[src/rtl/dir_pkg.sv]
// dir_pkg: direction channel enum, button level constants and sizing helper
// shared by dir_button_conditioner and its per-channel debouncer.
package dir_pkg;
    typedef enum logic [1:0] {DIR_UP, DIR_RIGHT, DIR_LEFT, DIR_DOWN} dir_e;
    localparam int DIR_N = 4;
    localparam logic BTN_RELEASED = 1'b1;
    localparam logic BTN_PRESSED = 1'b0;
    function automatic int max3(int a, int b, int c);
        return (a > b) ? ((a > c) ? a : c) : ((b > c) ? b : c);
    endfunction
endpackage

[src/rtl/dir_button_conditioner_if.sv]
// dir_button_conditioner_if: raw active-low buttons in, one-cycle active-low
// direction pulses plus an any_press flag out.
interface dir_button_conditioner_if;
    logic btn_up_n, btn_right_n, btn_left_n, btn_down_n;
    logic up, right, left, down, any_press;
    modport master (
        output btn_up_n, btn_right_n, btn_left_n, btn_down_n,
        input  up, right, left, down, any_press
    );
    modport slave (
        input  btn_up_n, btn_right_n, btn_left_n, btn_down_n,
        output up, right, left, down, any_press
    );
endinterface

[src/rtl/button_debounce.sv]
// button_debounce: one button channel - 2-flop sync, stability counter, press pulse.
// DIR_AUTO_REPEAT_EN adds a hold-to-repeat counter producing extra press pulses.
module button_debounce
    import dir_pkg::*;
#(
    parameter int DEBOUNCE_CYCLES = 500000,
`ifdef DIR_AUTO_REPEAT_EN
    parameter int REPEAT_DELAY = 25000000,
    parameter int REPEAT_PERIOD = 10000000,
`endif
    parameter int CNT_W = 20
) (
    input  logic clk,
    input  logic rst,
    input  logic btn_n,
    output logic pulse_n
);
    localparam logic [CNT_W-1:0] DEB_LAST = CNT_W'(DEBOUNCE_CYCLES - 1);
    logic [1:0] sync;
    logic [CNT_W-1:0] cnt;
    logic s, d, d_q, fire;
    assign s = sync[1];
    always_ff @(posedge clk or negedge rst) begin
        if (!rst) begin
            sync <= {2{BTN_RELEASED}};
            d <= BTN_RELEASED;
            d_q <= BTN_RELEASED;
            cnt <= '0;
            pulse_n <= BTN_RELEASED;
        end else begin
            sync <= {sync[0], btn_n};
            cnt <= (s != d && cnt != DEB_LAST) ? cnt + 1'b1 : '0;
            if (s != d && cnt == DEB_LAST) d <= s;
            d_q <= d;
            pulse_n <= ((d_q == BTN_RELEASED && d == BTN_PRESSED) || fire) ? BTN_PRESSED : BTN_RELEASED;
        end
    end
`ifdef DIR_AUTO_REPEAT_EN
    localparam logic [CNT_W-1:0] DLY_LAST = CNT_W'(REPEAT_DELAY - 1);
    localparam logic [CNT_W-1:0] PER_LAST = CNT_W'(REPEAT_PERIOD - 1);
    logic [CNT_W-1:0] rep;
    logic first;
    // counting starts once the initial press pulse has been issued
    assign fire = d == BTN_PRESSED && d_q == BTN_PRESSED && rep == (first ? DLY_LAST : PER_LAST);
    always_ff @(posedge clk or negedge rst) begin
        if (!rst) begin
            rep <= '0;
            first <= 1'b1;
        end else if (d == BTN_RELEASED || d_q == BTN_RELEASED) begin
            rep <= '0;
            first <= 1'b1;
        end else if (fire) begin
            rep <= '0;
            first <= 1'b0;
        end else begin
            rep <= rep + 1'b1;
        end
    end
`else
    assign fire = 1'b0;
`endif
endmodule

[src/rtl/dir_button_conditioner.sv]
// dir_button_conditioner: four independent debounced direction channels emitting
// one active-low pulse per press. Optional auto-repeat via DIR_AUTO_REPEAT_EN.
module dir_button_conditioner
    import dir_pkg::*;
#(
    parameter int DEBOUNCE_CYCLES = 500000,
    parameter int REPEAT_DELAY = 25000000,
    parameter int REPEAT_PERIOD = 10000000
) (
    input logic clk,
    input logic rst,
    dir_button_conditioner_if.slave bus
);
    localparam int CNT_W = $clog2(max3(DEBOUNCE_CYCLES, REPEAT_DELAY, REPEAT_PERIOD)) + 1;
    logic [DIR_N-1:0] btn, pls;
    assign btn[DIR_UP] = bus.btn_up_n;
    assign btn[DIR_RIGHT] = bus.btn_right_n;
    assign btn[DIR_LEFT] = bus.btn_left_n;
    assign btn[DIR_DOWN] = bus.btn_down_n;
    for (genvar g = int'(DIR_UP); g <= int'(DIR_DOWN); g++) begin : g_ch
        button_debounce #(
            .DEBOUNCE_CYCLES(DEBOUNCE_CYCLES),
`ifdef DIR_AUTO_REPEAT_EN
            .REPEAT_DELAY(REPEAT_DELAY),
            .REPEAT_PERIOD(REPEAT_PERIOD),
`endif
            .CNT_W(CNT_W)
        ) u_deb (
            .clk(clk),
            .rst(rst),
            .btn_n(btn[g]),
            .pulse_n(pls[g])
        );
    end
    assign bus.up = pls[DIR_UP];
    assign bus.right = pls[DIR_RIGHT];
    assign bus.left = pls[DIR_LEFT];
    assign bus.down = pls[DIR_DOWN];
    assign bus.any_press = ~&pls;
endmodule

[src/flat_wrapper.sv]
// flat-port wrapper written by rule: the top's interface ports become plain ports
module dir_button_conditioner_flat import dir_pkg::*;
#(
    parameter int DEBOUNCE_CYCLES = 500000,
    parameter int REPEAT_DELAY = 25000000,
    parameter int REPEAT_PERIOD = 10000000
)
  (clk, rst, bus_btn_up_n, bus_btn_right_n, bus_btn_left_n, bus_btn_down_n, bus_up, bus_right, bus_left, bus_down, bus_any_press);
  dir_button_conditioner_if bus_i ();
  input logic clk;
  input logic rst;
  input wire logic [$bits(bus_i.btn_up_n)-1:0] bus_btn_up_n;
  input wire logic [$bits(bus_i.btn_right_n)-1:0] bus_btn_right_n;
  input wire logic [$bits(bus_i.btn_left_n)-1:0] bus_btn_left_n;
  input wire logic [$bits(bus_i.btn_down_n)-1:0] bus_btn_down_n;
  output wire logic [$bits(bus_i.up)-1:0] bus_up;
  output wire logic [$bits(bus_i.right)-1:0] bus_right;
  output wire logic [$bits(bus_i.left)-1:0] bus_left;
  output wire logic [$bits(bus_i.down)-1:0] bus_down;
  output wire logic [$bits(bus_i.any_press)-1:0] bus_any_press;
  assign bus_i.btn_up_n = bus_btn_up_n;
  assign bus_i.btn_right_n = bus_btn_right_n;
  assign bus_i.btn_left_n = bus_btn_left_n;
  assign bus_i.btn_down_n = bus_btn_down_n;
  assign bus_up = bus_i.up;
  assign bus_right = bus_i.right;
  assign bus_left = bus_i.left;
  assign bus_down = bus_i.down;
  assign bus_any_press = bus_i.any_press;
  dir_button_conditioner #(.DEBOUNCE_CYCLES(DEBOUNCE_CYCLES), .REPEAT_DELAY(REPEAT_DELAY), .REPEAT_PERIOD(REPEAT_PERIOD)) u_core (.clk(clk), .rst(rst), .bus(bus_i));
endmodule
[config.mk]
export PLATFORM = sky130hd
export DESIGN_NAME = dir_button_conditioner_flat
export DESIGN_NICKNAME = d
export VERILOG_FILES = /design/src/rtl/dir_pkg.sv /design/src/rtl/dir_button_conditioner_if.sv /design/src/rtl/button_debounce.sv /design/src/rtl/dir_button_conditioner.sv /design/src/flat_wrapper.sv
export SDC_FILE = /design/constraint.sdc
export NUM_CORES = 1
export LEC_CHECK = 0
export ABC_AREA = 1
export CORE_MARGIN = 2
export CORE_UTILIZATION = 30
export DETAILED_ROUTE_END_ITERATION = 6
export PLACE_DENSITY_LB_ADDON = 0.2
export SYNTH_ARGS = -nofsm -noshare
export SYNTH_HDL_FRONTEND = slang
export SYNTH_SLANG_ARGS = --single-unit
[constraint.sdc]
create_clock -name clk -period 2.7 [get_ports clk]
set_input_delay 0.54 -clock clk [delete_from_list [all_inputs] [get_ports clk]]
set_output_delay 0.54 -clock clk [all_outputs]
set_load 0.005 [all_outputs]
==> metrics.cfg, run 1 <==
[status]
status = finished, final reports clean

[die]
boundaryPins = 11
initial_core_util_pct = 30.5
die_x_um = 156
core-area_um2 = 22600
dieArea_um2 = 24200
core.rowCount = 55
die_y_um = 156

[synthesis]
synth-compound-area-share_pct = 0.944
synth_cell_type_count = 25
ys_top_cells_by_area = dfrtp_1 (38%), nor2_1 (16%), nand2_1 (15%), dfstp_2 (7.6%), xor2_1 (5.2%)
synth_top_family_by_area = simple AND/OR/NAND/NOR gates
synthFlopType = dfrtp_1
syn_area_per_cell_um2 = 7.24
synth.mux.area_fraction_pct = 0
synthCells = 952
synthSimpleGateAreaFrac_pct = 39.1
yosysTopAreaCell = dfrtp_1
synth_most_common_cell = nor2_1
synth_common_cells = nor2_1 (285), nand2_1 (281), dfrtp_1 (104)
synth_nets = 962
synth_fa_ha_area_share_pct = 0.726
async_reset_ff_share_pct = 100
synth_edf_count = 0
yosysTopAreaCellShare_pct = 37.8
yosysSeqAreaShare_pct = 45.4
synth-seq-cells = 124
synth_area_um2 = 6890
ys_warn_count = 0
synthXorXnorAreaFrac_pct = 8.01

[placed_design]
placed_cells = 1242
routabilityCongestion = 0.865
dp_hpwl_um = 11500
port_buffers = 10

[worst_setup_path]
critPathKind = flop to primary output
r2r_slack_ns = 0.89
rr_worst_depth = 8
crit_required_ns = 2.16
start_kind = flop
rr_endpoint = u_core.g_ch[0].u_deb.cnt[19]
worst_ep_arrival_time_ns = 1.50
cp-endpoint = bus_any_press
worstReg2RegStart = u_core.g_ch[0].u_deb.cnt[0]
end_kind = primary output
cp_max_fo = 2
crit_path_start = u_core.g_ch[0].u_deb.pulse_n

[global_routing]
grtUsageMet3_pct = 2.83
track_usage_pct = 14.2
grt_antenna_before_repair = 0
grt_max_degree = 54
use_met2_pct = 22.3
top_usage_layer = met2
first_global_vias = 5452
met1_usage_pct = 19.7
grt_pass1_wl_um = 27400
grt_overflow = 0

[routing]
drt_first_pass_iters = 5
vias = 5504
vias_per_cell = 4.32
wl_per_cell_um = 12.4
wirelength_um = 15800
drc = 0
drtIter0Drc = 230
ant_nets = 0

[layout]
multi_input_area_um2 = 3360
fin_cells = 1274
area_delta_synth_final_pct = 14.9
regArea_um2 = 3130
antenna_cells = 0
final_layout_size_suffix_gt1_share_pct = 8.49
num-nets-final = 986
n_fill_cell = 2430

[sta]
min_period_over_period_pct = 75.4
slew_violations = 0
setup-tns-final_ns = 0
rsz0062_at_grt = no
fmax_mhz = 491
worstMarginPinSlew_ns = 0.504
period_needed_ns = 2.04
hold_viol = 0
setup_viol = 0
finClkSkew_ns = 0.0257
relSlewSlack_pct = 66.4

[clocking]
clkLatencyLatePin_ns = 0.43
ctsHtreeMaxLevel = 4
cts-resized-gates = 0
cts_tree = done
numCtsBuffers = 17
clk_pin_slew_ns = 0.06
cts_hold_buf = 0
postCtsSetupRepairBufs = 0
cts_buffer_depth = 2
cts.sinks = 124
cts-root-buf = clkbuf_16

[run]
drv_cap = 0

[pwr]
p_leak_uw = 0.00308
p_per_area_nw_per_um2 = 561
vdd_drop_max_v = 0.000456

[min_path]
hp-class = input port to asynchronous set/reset pin

-- final cells by class --
class / count / area share (%)
sequential: 124 / 39.5
timing repair buffer: 13 / 1.72
clock buffer: 22 / 6.12
multi-input combinational: 737 / 42.5
clock inverter: 10 / 1.74
tap: 285 / 4.51
inverter: 83 / 3.94
-- through the flow --
stage / cell area [µm²] / utilization, % / total power (µW) / hold slack [ns] / setup WS, ns
2_1_floorplan: 6890 / - / 2000 / 0.244 / 1.20
3_3_place_gp: 7290 / 32.3 / 2060 / 0.347 / 0.903
3_5_place_dp: 7290 / 32.3 / 2060 / 0.347 / 0.857
4_1_cts: 7920 / 35.1 / 4530 / 0.0825 / 0.638
5_1_grt: 7920 / 35.1 / 4620 / 0.106 / 0.614
6_report: 7920 / 35.1 / 4440 / 0.0650 / 0.665
-- worst min-delay path by stage --
stage / startpoint / depth (start not counted) / slack (ns) / to
final: rst / 1 / 0.07 / u_core.g_ch[2].u_deb.cnt[22]
after global routing: rst / 1 / 0.11 / u_core.g_ch[2].u_deb.cnt[14]
after CTS: rst / 1 / 0.08 / u_core.g_ch[2].u_deb.cnt[20]
after detailed placement: u_core.g_ch[3].u_deb.sync[0] / 0 / 0.35 / u_core.g_ch[3].u_deb.sync[1]
after global placement: u_core.g_ch[3].u_deb.sync[0] / 0 / 0.35 / u_core.g_ch[3].u_deb.sync[1]
after floorplan: rst / 0 / 0.24 / u_core.g_ch[0].u_deb.cnt[0]
-- critical path, stage by stage, from the launching register on --
cell,delay [ns]
dfstp_2,0.55
nand4_1,0.09
clkdlybuf4s50_1,0.45
-- where the power goes --
part / total (µW) / internal (µW) / leakage (µW) / switching [µW]
combinational: 112 / 31.0 / 0.00113 / 81.0
clock: 2420 / 1550 / 0.000302 / 871
sequential: 1910 / 1890 / 0.00165 / 23.2
-- placed cells by master, fill, tap and decap left out, types with 7 or more instances in the layout --
cell type          n
xor2_1            41
xnor2_1           22
clkdlybuf4s50_1    9
nand3_2            7
clkbuf_16         17
nand3_1           50
inv_1             81
nand2_1          281
nand4_1            9
nor2_2             8
dfrtp_1          104
nor2_1           285
dfstp_2           20
-- state kept, by name, summed over array words and instances (netlist names) --
| name | cells |
|---|---|
| u_core.g_ch.u_deb.sync | 8 |
| u_core.g_ch.u_deb.d_q | 4 |
| u_core.g_ch.u_deb.d | 4 |
| u_core.g_ch.u_deb.pulse_n | 4 |
| u_core.g_ch.u_deb.cnt | 104 |
-- metal layers --
layer | up-vias | part of all wire [%]
met5 | - | 0
met4 | 0 | 1.4
met3 | 16 | 2.2
met2 | 51 | 44
met1 | 2490 | 52
li1 | 2947 | -
-- cells by family after synthesis --
kind of cell | Yosys count
xor gates and xnor gates | 63
and+or+nand+nor | 658
adders and majority gates | 4
DFF | 124
buffers and inverters | 91
AOI/OAI and AO/OA | 12
(Power assumes the default switching activity.)
==> inputs of run 2 (changes only) <==
==> constraint.sdc (replaced) <==
create_clock -name clk -period 1.8 [get_ports clk]
set_input_delay 0.36 -clock clk [delete_from_list [all_inputs] [get_ports clk]]
set_output_delay 0.36 -clock clk [all_outputs]
set_load 0.005 [all_outputs]
==> metrics.cfg, run 2 (same netlist as run 1, synthesis figures left out) <==
[global_routing]
grt_antenna_before_repair = 0
first_global_vias = 5642
grt_max_degree = 36
grt_pass1_wl_um = 27800
track_usage_pct = 14.5
grt_overflow = 0

[sta]
fmax_mhz = 595
setup_viol = 0
hold_ws_ns = 0.338
finClkSkew_ns = 0.00978
period_needed_ns = 1.68
hold_viol = 0
slew_violations = 0
relSlewSlack_pct = 72.6
rsz0062_at_grt = no
setup-tns-final_ns = 0
worstMarginPinSlew_ns = 0.410
min_period_over_period_pct = 93.4

[pwr]
seqPwrFrac_pct = 41.8
p_leak_uw = 0.00316
power_frac_clock_pct = 55.2
p_per_area_nw_per_um2 = 846
internal_power_uw = 5360
swShare_pct = 21.6
vdd_drop_max_v = 0.000467
p_comb_share_pct = 2.9
p_switching_uw = 1480
power_uw = 6840

[layout]
final_layout_size_suffix_gt1_share_pct = 9.68
largest_register_ffs = 104
mostFrequentLayoutCells = nor2_1 (285), nand2_1 (281), dfrtp_1 (104)
largest-register = u_core.g_ch.u_deb.cnt
layout_commonest_cell = nor2_1
antenna_cells = 0
num-nets-final = 999
reg_top3 = u_core.g_ch.u_deb.cnt: 104 flops, u_core.g_ch.u_deb.sync: 8 flops
area_delta_synth_final_pct = 17.3

[clocking]
ctsHtreeMaxLevel = 4
postCtsSetupRepairBufs = 0
cts_tree = done
clkLatencyLatePin_ns = 0.42
numCtsBuffers = 17
cts.sinks = 124
cts-root-buf = clkbuf_16
cts_buffer_depth = 2
clk_pin_slew_ns = 0.06

[die]
die_x_um = 156
initial_core_util_pct = 30.5
die_y_um = 156
core-area_um2 = 22600
core.rowCount = 55
dieArea_um2 = 24200
boundaryPins = 11

[status]
status = finished, final reports clean

[routing]
vias_per_cell = 4.41
vias = 5677
drtIter0Drc = 322
ant_nets = 0
drc = 0
drt_first_pass_iters = 5
wl_per_cell_um = 12.4
wirelength_um = 16000

[worst_setup_path]
critPathKind = flop to primary output
crit_chain = nand4_1 -> dlygate4sd2_1
slowest_stage = dfstp_2
worst_ep_arrival_time_ns = 1.32
start_kind = flop
crit_required_ns = 1.44
cpPeakStageDelay_ns = 0.55
cp_max_fo = 2
end_kind = primary output

[placed_design]
routabilityCongestion = 0.879
dp_hpwl_um = 11700
port_buffers = 10

[min_path]
hp-class = input port to flop

[run]
drv_cap = 0

==> run 2: cell types whose count changed in the layout (fill, tap and decap cells not counted), moves of 4 or more <==
cell | previous run | this run
buf_4 | 2 | 13
nand2_8 | 0 | 4
nand2_4 | 4 | 0
dlygate4sd2_1 | 0 | 5
clkdlybuf4s50_1 | 9 | 4
==> run 2: path summary, 6_finish.rpt <==
path | endpoint | from | cells past startpoint | slack (ns)
setup / recovery | bus_any_press | u_core.g_ch[0].u_deb.pulse_n | 2 | 0.12
hold / removal | u_core.g_ch[1].u_deb.sync[0] | bus_btn_right_n | 1 | 0.34
setup reg to reg | u_core.g_ch[2].u_deb.cnt[25] | u_core.g_ch[2].u_deb.cnt[1] | 8 | 0.16
hold reg to reg | u_core.g_ch[2].u_deb.sync[1] | u_core.g_ch[2].u_deb.sync[0] | 0 | 0.35
max in group asynchronous | u_core.g_ch[3].u_deb.sync[1] | rst | 3 | 0.82
min in group asynchronous | u_core.g_ch[2].u_deb.cnt[14] | rst | 2 | 0.41
==> run 2: stage by stage <==
| step | utilization (%) | area [µm²] | worst slack [ns] | cells |
|---|---|---|---|---|
| 5_1_grt | 35.8 | 8080 | 0.0105 | 1287 |
| 6_report | 35.8 | 8080 | 0.119 | 1287 |
| 3_3_place_gp | 32.8 | 7400 | 0.161 | 1254 |
| 4_1_cts | 35.6 | 8050 | 0.0945 | 1287 |
| 3_5_place_dp | 32.8 | 7400 | 0.0979 | 1254 |
| 2_1_floorplan | - | 6890 | 0.296 | 952 |
==> run 2: what timing repair did <==
action | CTS | global route
setup endpoints to repair | 5 | 62
pin swaps | 0 | 0
endpoints found under the hold margin | 24 | 0
gates resized for setup | 5 | 5
hold buffers | 1 | 0
==> run 2: power groups by stage <==
stage / Clock (µW) / Combinational [µW] / Sequential [µW]
6_report: 3780 / 201 / 2860
5_1_grt: 3970 / 236 / 2860
4_1_cts: 3860 / 204 / 2860
3_5_place_dp: 0 / 200 / 2910
3_3_place_gp: 0 / 201 / 2910
2_1_floorplan: 0 / 95.3 / 2900
==> run 2: final cells by class <==
| class | count | area (µm²) |
|---|---|---|
| Sequential cell | 124 | 3130 |
| Fill cell | 2459 | 14500 |
| Inverter | 83 | 312 |
| Timing Repair Buffer | 26 | 243 |
| Clock inverter | 10 | 161 |
| Clock buffer | 22 | 484 |
| Multi-Input combinational cell | 737 | 3400 |
| Tap cell | 285 | 357 |
==> run 2: layer usage <==
metal	vias up	GRT usage, %	wire length (µm)
li1	2982	-	-
met1	2634	19.5	8140
met2	47	22.7	7220
met3	14	3.39	417
met4	0	5.29	197
met5	-	0	0
==> run 2: critical path, delay by kind of cell (launching register included) <==
kind                   cells  cell delay [ns]
buffers and inverters      1             0.26
flip-flops                 1             0.55
AND/OR/NAND/NOR            1             0.08
==> RTL change: new RTL, flow settings as in run 1 <==
`REPEAT_DELAY` is set to 25000000 in 2 places; all go to 100000000.
--- a/src/rtl/dir_button_conditioner.sv
+++ b/src/rtl/dir_button_conditioner.sv
@@ -4,7 +4,7 @@
     import dir_pkg::*;
 #(
     parameter int DEBOUNCE_CYCLES = 500000,
-    parameter int REPEAT_DELAY = 25000000,
+    parameter int REPEAT_DELAY = 100000000,
     parameter int REPEAT_PERIOD = 10000000
 ) (
     input logic clk,
--- a/src/flat_wrapper.sv
+++ b/src/flat_wrapper.sv
@@ -2,7 +2,7 @@
 module dir_button_conditioner_flat import dir_pkg::*;
 #(
     parameter int DEBOUNCE_CYCLES = 500000,
-    parameter int REPEAT_DELAY = 25000000,
+    parameter int REPEAT_DELAY = 100000000,
     parameter int REPEAT_PERIOD = 10000000
 )
   (clk, rst, bus_btn_up_n, bus_btn_right_n, bus_btn_left_n, bus_btn_down_n, bus_up, bus_right, bus_left, bus_down, bus_any_press);
Behaviour: same outputs for any inputs over 10 cycles, from zero or initial values and one cycle with rst low; that may be too few to reach the edited logic, so the function may still have changed.
==> RTL change against run 1 <==
  * Routed wire length rose by 9.3%
  * Largest power group unchanged
  * Cell area increased by 7.4%
  * Critical path type unchanged
  * Sequential cell count is 8 higher
  * First-iteration DRC count increased by 30%
  * Clock skew shrank 0.017 ns
  * Critical endpoint unchanged
  * Register-to-register slack got worse by 0.06 ns
  * Cell count grew 12%
  * Critical path depth is the same
  * Total power increased by 0.82%
  * Global-route usage barely moved
  * Worst setup slack better by 0.026 ns
  * Hold slack gained 0.038 ns
  * Area after synthesis up 8.3%
  * Highest routed layer unchanged
==> RTL change: results <==
{
  "first_pass_iters": 5,
  "cts_setup_buffers": 0,
  "outcome": "finished, final reports clean",
  "cts_hold_buf": 0,
  "diodes": 0,
  "leakagePower_nw": 3.39,
  "yosysWarnings": 0,
  "r2r.worst_path.cells": 8,
  "numCtsBuffers": 17,
  "drive_above_1_share_pct": 8.43,
  "reg.largest.list": "u_core.g_ch.u_deb.cnt (112), u_core.g_ch.u_deb.sync (8)",
  "ys.flop_type": "dfrtp_1",
  "gp_congestion": 0.877,
  "async_flop_share_pct": 100,
  "ys_types": 21,
  "ir_drop_mv": 0.282,
  "synthTopCellsByCount": "nand2_1, nor2_1, dfrtp_1, inv_1, nand3_1",
  "cp_top_family": "flip-flops",
  "nets": 1100,
  "path_clk_slew_ns": 0.06,
  "dr_total_vias": 6173,
  "wl_um": 17200,
  "cts-resized-gates": 0,
  "postPlaceCellArea_um2": 7910,
  "clkLatencyLatePin_ns": 0.42,
  "ys_seq_area_share_pct": 44.6,
  "cp_slowest_cell": "dfstp_2",
  "syn-num-nets": 1074,
  "place.detailed.hpwl_um": 12900,
  "clock_path_buffers": 2,
  "grt_use_total_pct": 14.2,
  "grt_max_degree": 69,
  "synthTopCellsByArea": "dfrtp_1, nand2_1, nor2_1, dfstp_2, xor2_1",
  "relSlewSlack_pct": 57.0,
  "min_path_type": "input port to async pin",
  "grt_pass1_vias": 6120,
  "finClkSkew_ns": 0.00869,
  "max_stage_delay_ns": 0.53,
  "cp.arrival_ns": 1.47,
  "grt_pass1_wl_um": 29700,
  "drt-initial-drc-count": 298
}
[RTL change: worst paths after layout]
path                                                              from                                     end  slack [ns]
min in group clk                u_core.g_ch[1].u_deb.sync[0]$_DFF_PN1_  u_core.g_ch[1].u_deb.sync[1]$_DFF_PN1_        0.36
worst min-delay path                                               rst  u_core.g_ch[1].u_deb.cnt[25]$_DFF_PN0_        0.10
worst max register to register   u_core.g_ch[3].u_deb.cnt[0]$_DFF_PN0_  u_core.g_ch[3].u_deb.cnt[16]$_DFF_PN0_        0.83
worst min register to register  u_core.g_ch[1].u_deb.sync[0]$_DFF_PN1_  u_core.g_ch[1].u_deb.sync[1]$_DFF_PN1_        0.36
worst max-delay path            u_core.g_ch[3].u_deb.pulse_n$_DFF_PN1_                           bus_any_press        0.69
max in group asynchronous                                          rst  u_core.g_ch[0].u_deb.sync[0]$_DFF_PN1_        1.84
[RTL change: worst register-to-register path: stages, from the launching register on]
cell     delay, ns
dfrtp_1       0.45
ha_1          0.30
nand2_1       0.09
nor2_2        0.16
nand3_1       0.11
nor2_2        0.14
nand2_2       0.08
nand2_4       0.31
nor2_1        0.10
[RTL change: logic make-up (layout without fill, tap and decap cells)]
kind of cell               Yosys count  in the layout  synth area share [%]
and+or+nand+nor                    744            744                  40.1
DFF                                132            132                  44.6
buffers and inverters              107            146                  6.31
xor gates and xnor gates            61             61                  7.16
AOI/OAI and AO/OA                   16             16                  1.14
adders and majority gates            4              4                 0.671
[RTL change: power by group]
part | total (mW) | internal, mW | switching (mW) | leakage, nW
clock | 2.33 | 1.43 | 0.898 | 0.288
sequential | 2.03 | 2.01 | 0.0218 | 1.76
combinational | 0.119 | 0.0317 | 0.0875 | 1.34
[RTL change: cell type report]
| type | instances | area (um2) |
|---|---|---|
| inverter | 99 | 372 |
| fill | 2650 | 15900 |
| timing repair buffer | 15 | 139 |
| tap | 324 | 405 |
| multi-input combinational | 825 | 3660 |
| sequential | 132 | 3330 |
| clock buffer | 20 | 467 |
| clock inverter | 12 | 129 |
[RTL change: metrics by stage]
step | hold slack (ns) | cells | total power, mW | setup WS (ns)
after global routing | 0.150 | 1427 | 4.67 | 0.610
after detailed placement | 0.347 | 1395 | 2.19 | 0.819
after floorplan | 0.244 | 1064 | 2.13 | 1.14
final | 0.103 | 1427 | 4.48 | 0.691
after CTS | 0.132 | 1427 | 4.55 | 0.666
after global placement | 0.347 | 1395 | 2.19 | 0.858
[RTL change: routing by layer]
metal	global-route usage (%)	wire [um]
met4	3.54	153
met2	22.6	7700
met5	0	0
met3	3.01	474
met1	19.7	8910
